[src/rtl/cnn_window_gen.sv]
// Sliding KW x KH window generator over a raster-ordered pixel stream.
// KH-1 column-addressed line buffers feed a KH x KW window register; windows are valid-only, stride 1.
module cnn_window_gen #(
  parameter int KW    = 3,
  parameter int KH    = 3,
  parameter int IF_BW = 8,
  parameter int IMG_W = 8,
  parameter int IMG_H = 8
) (
  input  logic                      clk,
  input  logic                      rst,
  input  logic                      i_valid,
  input  logic [IF_BW-1:0]          i_pixel,
  output logic [KW*KH*IF_BW-1:0]    o_fmap,
  output logic                      o_valid,
  output logic                      o_last
);

  localparam int CW = (IMG_W > 1) ? $clog2(IMG_W) : 1;
  localparam int RW = (IMG_H > 1) ? $clog2(IMG_H) : 1;
  localparam int LB = KH - 1;

  logic [CW-1:0]             col_r;
  logic [RW-1:0]             row_r;
  logic [IF_BW-1:0]          lb_r      [LB][IMG_W];
  logic [IF_BW-1:0]          lb_out_s  [LB];
  logic [IF_BW-1:0]          win_r     [KH][KW];
  logic [IF_BW-1:0]          win_nxt_s [KH][KW];
  logic [KW*KH*IF_BW-1:0]    fmap_nxt_s;
  logic                      col_end_s;
  logic                      row_end_s;
  logic                      emit_s;
  logic                      last_s;

  // Position decode and output qualification for the pixel on the input this cycle
  always_comb begin
    col_end_s = (col_r == CW'(IMG_W - 1));
    row_end_s = (row_r == RW'(IMG_H - 1));
    emit_s    = i_valid && (row_r >= RW'(KH - 1)) && (col_r >= CW'(KW - 1));
    last_s    = emit_s && col_end_s && row_end_s;
  end

  // Line buffer j read port: pixel (row-1-j, col) of the current frame once row > j
  always_comb begin
    for (int j = 0; j < LB; j++) begin
      lb_out_s[j] = lb_r[j][col_r];
    end
  end

  // Next window: shift left, load the new right column from the line buffers and i_pixel
  always_comb begin
    win_nxt_s = win_r;
    if (i_valid) begin
      for (int r = 0; r < KH; r++) begin
        for (int c = 0; c < KW - 1; c++) begin
          win_nxt_s[r][c] = win_r[r][c+1];
        end
      end
      win_nxt_s[KH-1][KW-1] = i_pixel;
      for (int j = 0; j < LB; j++) begin
        win_nxt_s[KH-2-j][KW-1] = lb_out_s[j];
      end
    end else begin
      win_nxt_s = win_r;
    end
  end

  // Pack the next window into the kernel layout, slice m = r*KW + c
  always_comb begin
    fmap_nxt_s = '0;
    for (int r = 0; r < KH; r++) begin
      for (int c = 0; c < KW; c++) begin
        fmap_nxt_s[(r*KW+c)*IF_BW +: IF_BW] = win_nxt_s[r][c];
      end
    end
  end

  // Line buffer storage; contents need no reset since output is gated by row
  always_ff @(posedge clk) begin
    if (i_valid && !rst) begin
      lb_r[0][col_r] <= i_pixel;
      for (int j = 1; j < LB; j++) begin
        lb_r[j][col_r] <= lb_out_s[j-1];
      end
    end
  end

  // Raster counters, window register and registered outputs
  always_ff @(posedge clk) begin
    if (rst) begin
      col_r   <= '0;
      row_r   <= '0;
      o_valid <= 1'b0;
      o_last  <= 1'b0;
      o_fmap  <= '0;
      win_r   <= '{default: '0};
    end else begin
      o_valid <= emit_s;
      o_last  <= last_s;
      if (emit_s) begin
        o_fmap <= fmap_nxt_s;
      end
      if (i_valid) begin
        win_r <= win_nxt_s;
        if (col_end_s) begin
          col_r <= '0;
          row_r <= row_end_s ? '0 : row_r + RW'(1);
        end else begin
          col_r <= col_r + CW'(1);
        end
      end
    end
  end

endmodule

[config.mk]
export PLATFORM = sky130hd
export DESIGN_NAME = cnn_window_gen
export DESIGN_NICKNAME = d
export VERILOG_FILES = /design/src/rtl/cnn_window_gen.sv
export SDC_FILE = /design/constraint.sdc
export NUM_CORES = 1
export LEC_CHECK = 0
export CAP_MARGIN = 5
export CORE_MARGIN = 8
export CORE_UTILIZATION = 37
export DETAILED_ROUTE_END_ITERATION = 10
export PLACE_DENSITY = 0.56
export RECOVER_POWER = 100
export SLEW_MARGIN = 20
export SYNTH_ARGS = -nofsm -noshare
export SYNTH_HDL_FRONTEND = slang
export SYNTH_SLANG_ARGS = --single-unit
export TNS_END_PERCENT = 100
[constraint.sdc]
create_clock -name clk -period 3.8 [get_ports clk]
set_input_delay 0.76 -clock clk [delete_from_list [all_inputs] [get_ports clk]]
set_output_delay 0.76 -clock clk [all_outputs]
set_load 0.03 [all_outputs]
==> run_results.csv, run 1 <==
group,metric,value,unit
clocking,clkSinkCount,280,
clocking,cts_buffers,29,
placement,hpwl,14.2,mm
grt,globalRouteTotalUtil,0.136,
sta,max_freq,320,MHz
placement,dpl-instance-area,11600,sq um
critical_path,cp_slowest_cell,"clkbuf_1",
finish,layout_common_cells,"nor2_1 (160), dfxtp_1 (151), edfxtp_1 (128), dlygate4sd3_1 (82), mux2i_1 (77)",
grt,overflow,0,
detailed_routing,drt_iter0_drc,339,
die,dieArea,33400,sq um
finish,final_area,12500,sq um
critical_path,cpMostUsedCell,"clkbuf_1",
placement,place_ws,1.11,ns
finish,multi_input_area,3090,sq um
logic_synthesis,synth_fa_ha_area_frac,0.00730,
logic_synthesis,yosys_most_used_dff,"dfxtp_1",
placement,portBuffers,84,
logic_synthesis,synth_cells,776,
finish,drive_gt1_frac,0.111,
hold_path,min_path_type,"flip-flop to flip-flop",
sta,rsz0062_at_grt,"no",
sta,fin_worst_skew,0.0104,ns
sta,tns,0,ns
critical_path,path_cells,"clkbuf_1 -> nand2b_1 -> clkbuf_1 -> nor3_1 -> clkbuf_1",
finish,nFillCells,2501,
clocking,clk_pin_slew,0.06,ns
logic_synthesis,synth_xor_area_frac,0,
clocking,ctsHoldBuffers,0,
finish,layout.cells.most_common,"nor2_1",
logic_synthesis,synth_top_family_by_area,"multiplexers",
logic_synthesis,yosysUniqueCellTypes,49,
grt,grt_max_degree,98,
clocking,cts_root_buffer,"clkbuf_16",
sta,timing.final.crit_share,0.823,
logic_synthesis,yosysWarningCount,0,
critical_path,arrival,3.26,ns
sta,hold_viol,0,
logic_synthesis,synth_enable_flop_cells,128,
logic_synthesis,synth_area_leaders,"edfxtp_1 (37%), dfxtp_1 (30%), mux2i_1 (7.5%)",
placement,gp_congestion,0.718,
die,core,27600,sq um
detailed_routing,post_drt_via_cell_ratio,4.90,
clocking,post_cts_buffers,0,
die,initial_core_util,0.373,
logic_synthesis,yosysTopAreaCell,"edfxtp_1",
sta,worst_slew_pin_slew,2.23,ns
die,die_x,183,um
detailed_routing,routed_wl,23.1,mm
clocking,cts_resized,0,
grt,grt_pass1_wl,36.0,mm
logic_synthesis,synth-seq-area-share,0.670,
grt,antenna_found_initial,2,
grt,grt_pass1_vias,6178,
status,violations,"max-capacitance violations, max-slew violations",
critical_path,end_kind,"flip-flop",
sta,slew_violations,9,
clocking,clockBufferDepth,3,
die,die_height,183,um
clocking,clk_latency,0.54,ns
logic_synthesis,synth_simple_gate_area_frac,0.0876,
die,io_pins,85,
detailed_routing,wire_per_inst,18.3,um
sta,setup_viol,0,
critical_path,critPathTopFamily,"buffers and inverters",
logic_synthesis,synth-seq-cells,280,
critical_path,worstSetupStartpointType,"flip-flop",
sta,fin_ws,0.674,ns
finish,fin_util,0.452,
detailed_routing,num_vias,6165,
finish,syn2layout_area_growth,21.2,%
clocking,cts.htree.levels,1,
sta,relSlewSlack,-0.508,
sta,min_period,3.13,ns
critical_path,critPathMaxFanout,16,
logic_synthesis,synth_area_per_cell,13.2,sq um
detailed_routing,ant_nets,0,
finish,regArea,6890,sq um
logic_synthesis,synth_top_area_frac,0.374,
logic_synthesis,syn-num-nets,793,
die,rows,61,
pwr,p_per_area,514,nW/um^2
critical_path,critPathRequiredTime,3.94,ns
job,max_cap_viol_count,1,
sta,hold_ws,0.480,ns
pwr,leakage,0.00456,uW
critical_path,worst-path-buf-inv,3,
logic_synthesis,synth_mux_area_frac,0.122,
logic_synthesis,synth_compound_area_frac,0.0834,
pwr,irDropWorstVdd,0.377,mV
critical_path,crit_type,"flip-flop to flip-flop",
logic_synthesis,syn-cell-area,10300,sq um
clocking,cts_tree,"built",
detailed_routing,first_pass_iters,5,
detailed_routing,drc,0,
logic_synthesis,synthArstFlopShare,0,
critical_path,slowest_delay,1.09,ns
finish,nets,874,
status,outcome,"finished with violations",
[power breakdown]
group | internal, uW | switching (uW)
Clock | 1680 | 1130
Combinational | 120 | 204
Sequential | 3220 | 41.1
Total | 5030 | 1370
[per-stage QoR]
step                      power (uW)  cells
after global routing            6610   1259
final                           6400   1259
after global placement          3660   1204
after floorplan                 3550    776
after detailed placement        3670   1204
after CTS                       6490   1258
[per-layer routing]
layer  global-route usage  share of wire  vias up  routed length [um]
li1                     -              -     3029                   -
met3               0.0300          0.054       31                1240
met2                0.226           0.47      127               10900
met4               0.0321          0.017        2                 401
met5                    0        0.00056        -                  13
met1                0.177           0.46     2976               10500
[logic make-up after synthesis]
kind of cell,after synthesis
AO/OA/AOI/OAI,111
multiplexers,105
adder cells (fa/ha/maj),6
AND/OR/NAND/NOR,211
flip-flops,280
buffers and inverters,63
[worst paths after layout]
path / from / endpoint / slack, ns / cells past startpoint
setup / recovery: col_r[2] / lb_r[0][54] / 0.67 / 5
setup reg to reg: col_r[2] / lb_r[0][54] / 0.67 / 5
hold / removal: win_r[48] / win_r[48] / 0.48 / 2
hold reg to reg: win_r[48] / win_r[48] / 0.48 / 2
[final cells by class]
class / count / area share
Tap cell: 378 / 0.0380
Multi-Input combinational cell: 433 / 0.248
Antenna cell: 1 / 0.000201
Inverter: 6 / 0.00181
Sequential cell: 280 / 0.553
Clock buffer: 46 / 0.0750
Timing Repair Buffer: 107 / 0.0801
Clock inverter: 8 / 0.00382
[synthesized netlist by cell type (all sizes together) (2+ instances only)]
cell    count
nand2b      5
nand3b      2
dfxtp     152
edfxtp    128
ha          6
clkbuf     27
and3        2
nand3       5
a21o        2
o221a       2
a311oi      7
mux4       15
nand2       9
nand4b      2
mux2       13
inv         6
mux2i      77
o22ai       2
a21oi       7
a211oi     67
o21ai       6
or4b        2
buf        30
o211ai      5
a311o       3
nor2      161
nor3       16
and3b       2
a221oi      4
[worst register-to-register path: stages, from the launching register on]
cell and delay (ns):
dfxtp_1 0.50, clkbuf_1 0.38, nand2b_1 0.27, clkbuf_1 0.26, nor3_1 0.23, clkbuf_1 1.09
[sequential cells by signal, indices dropped and copies added (netlist names)]
register and cells:
lb_r 128, col_r 3, o_fmap 72, o_valid 1
win_r 72, row_r 3, o_last 1
Note: power is estimated with default switching activity, not from simulation.
==> run 2: changes to the inputs <==
PLACE_DENSITY = 0.58   (was 0.56)
clock period = 2.85 ns   (was 3.8 ns; I/O delays follow)
==> run 2 against run 1 <==
The run still ends with max-capacitance violations, max-slew violations left. Clock power is 28% higher. Critical path depth unchanged. Global-route usage down 0.26 points. Via count is 1.9% higher. Register-to-register slack worse by 0.25 ns. Cell count up 0.48%. Clock skew fell by 0.0046 ns. Combinational power increased by 38%. Cell area shrank 0.18%.
==> run_results.csv, run 2 (synthesis results as in run 1) <==
group,metric,value,unit
status,outcome,"finished with violations",
status,violations,"max-capacitance violations, max-slew violations",
sta,max_freq,412,MHz
finish,reg_top3,"lb_r: 128 flops, o_fmap: 72 flops, win_r: 72 flops",
sta,rsz0062_at_grt,"no",
placement,gp_congestion,0.743,
critical_path,critPathRequiredTime,3.21,ns
die,dieArea,33400,sq um
clocking,cts_resized,0,
die,die_x,183,um
critical_path,critPathTopFamily,"multiplexers",
detailed_routing,drc,0,
placement,hpwl,14.4,mm
clocking,cts_buffers,29,
finish,nets,883,
finish,layout.cells.most_common,"nor2_1",
grt,overflow,0,
finish,regArea,6890,sq um
placement,place_ws,0.477,ns
sta,timing.final.crit_share,0.852,
hold_path,min_from,"i_valid",
clocking,clk_pin_slew,0.06,ns
detailed_routing,first_pass_iters,5,
finish,layout_common_cells,"nor2_1 (161), dfxtp_1 (150), edfxtp_1 (128), dlygate4sd3_1 (82), mux2i_1 (77)",
sta,fin_worst_skew,0.00589,ns
sta,fin_ws,0.423,ns
critical_path,r2r_setup_slack,0.42,ns
grt,globalRouteTotalUtil,0.133,
clocking,clkSinkCount,280,
critical_path,path_cells,"buf_4 -> mux4_2 -> mux2_1 -> mux2i_1 -> nor2_1",
critical_path,arrival,2.79,ns
sta,min_period,2.43,ns
sta,hold_viol,0,
die,core,27600,sq um
clocking,cts.htree.levels,1,
clocking,cts_root_buffer,"clkbuf_16",
critical_path,crit_type,"flip-flop to flip-flop",
sta,tns,0,ns
hold_path,hold_depth,3,
die,initial_core_util,0.373,
detailed_routing,wire_per_inst,17.8,um
detailed_routing,routed_wl,22.5,mm
critical_path,rr_endpoint,"win_r[29]",
pwr,leakage,0.00453,uW
finish,nFillCells,2501,
finish,antennaDiodeCount,0,
die,rows,61,
die,io_pins,85,
critical_path,rr_worst_depth,5,
critical_path,critPathMaxFanout,32,
critical_path,slowest_delay,0.60,ns
sta,worst_slew_pin_slew,1.64,ns
grt,grt_pass1_vias,6179,
clocking,clk_latency,0.53,ns
clocking,clockBufferDepth,3,
finish,multi_input_area,3090,sq um
clocking,post_cts_buffers,0,
finish,regMostFlops,"lb_r",
critical_path,worstSetupStartpointType,"flip-flop",
hold_path,min_path_type,"input port to flip-flop",
critical_path,cp_slowest_cell,"dfxtp_2",
grt,grt_max_degree,152,
sta,slew_violations,152,
detailed_routing,drt_iter0_drc,432,
placement,portBuffers,84,
clocking,cts_tree,"built",
grt,grt_pass1_wl,35.5,mm
critical_path,worst-path-buf-inv,1,
critical_path,rr_startpoint,"col_r[1]",
finish,syn2layout_area_growth,20.9,%
pwr,p_per_area,676,nW/um^2
sta,hold_ws,0.485,ns
sta,relSlewSlack,-0.0947,
finish,largest_reg_flops,128,
pwr,irDropWorstVdd,0.363,mV
detailed_routing,post_drt_via_cell_ratio,4.97,
die,die_height,183,um
hold_path,hold_end,"row_r[2]",
job,max_cap_viol_count,2,
finish,drive_gt1_frac,0.101,
critical_path,end_kind,"flip-flop",
grt,antenna_found_initial,1,
sta,setup_viol,0,
clocking,ctsHoldBuffers,0,
detailed_routing,num_vias,6281,
detailed_routing,ant_nets,0,
[run 2: cell count changes in the layout (fill, tap and decap cells not counted), sizes merged]
cell      change
inv           -2
diode         -1
buf           -4
bufinv        +1
clkbuf       +11
clkinvlp      +1
[run 2: metrics by stage]
step / util / instances / instance area, sq um / power (uW)
after floorplan: - / 776 / 10300 / 4740
after global placement: 0.423 / 1213 / 11700 / 4900
after CTS: 0.456 / 1265 / 12600 / 8510
after global routing: 0.451 / 1265 / 12400 / 8690
after detailed placement: 0.423 / 1213 / 11700 / 4900
final: 0.451 / 1265 / 12400 / 8400
[run 2: worst register-to-register path: cells and delay by family (launching register included)]
kind,cells,cell delay (ns)
AND/OR/NAND/NOR,1,0.05
flip-flops,1,0.60
multiplexers,3,1.14
buffers and inverters,1,0.47
[run 2: metal layers]
layer | vias to the layer above | part of all wire | track usage
met3 | 49 | 0.053 | 0.0316
li1 | 3046 | - | -
met2 | 130 | 0.47 | 0.221
met4 | 2 | 0.025 | 0.0357
met5 | - | 0.00045 | 0
met1 | 3054 | 0.45 | 0.172
[run 2: report_power, final]
group	total (uW)	internal (uW)	leakage [uW]	switching [uW]
combinational	448	162	0.00169	286
clock	3610	2140	0.000449	1470
sequential	4340	4300	0.00239	46.8
[run 2: how the worst max path moves through the flow]
stage	cells past startpoint	slack [ns]	from	to
global placement	6	0.53	i_valid	o_fmap[22]
CTS	5	0.51	col_r[1]	o_fmap[22]
global route	7	0.24	col_r[0]	o_fmap[6]
detailed placement	6	0.48	i_valid	o_fmap[22]
finish	5	0.42	col_r[1]	win_r[29]
floorplan	4	0.06	rst	lb_r[0][104]
[run 2: area by class of cell]
type	count	area share
clock buffers	44	0.0686
multi-input cells	433	0.249
inverters	6	0.00181
well taps	378	0.0380
clock inverters	8	0.00503
flip-flops and latches	280	0.554
repair buffers	116	0.0837
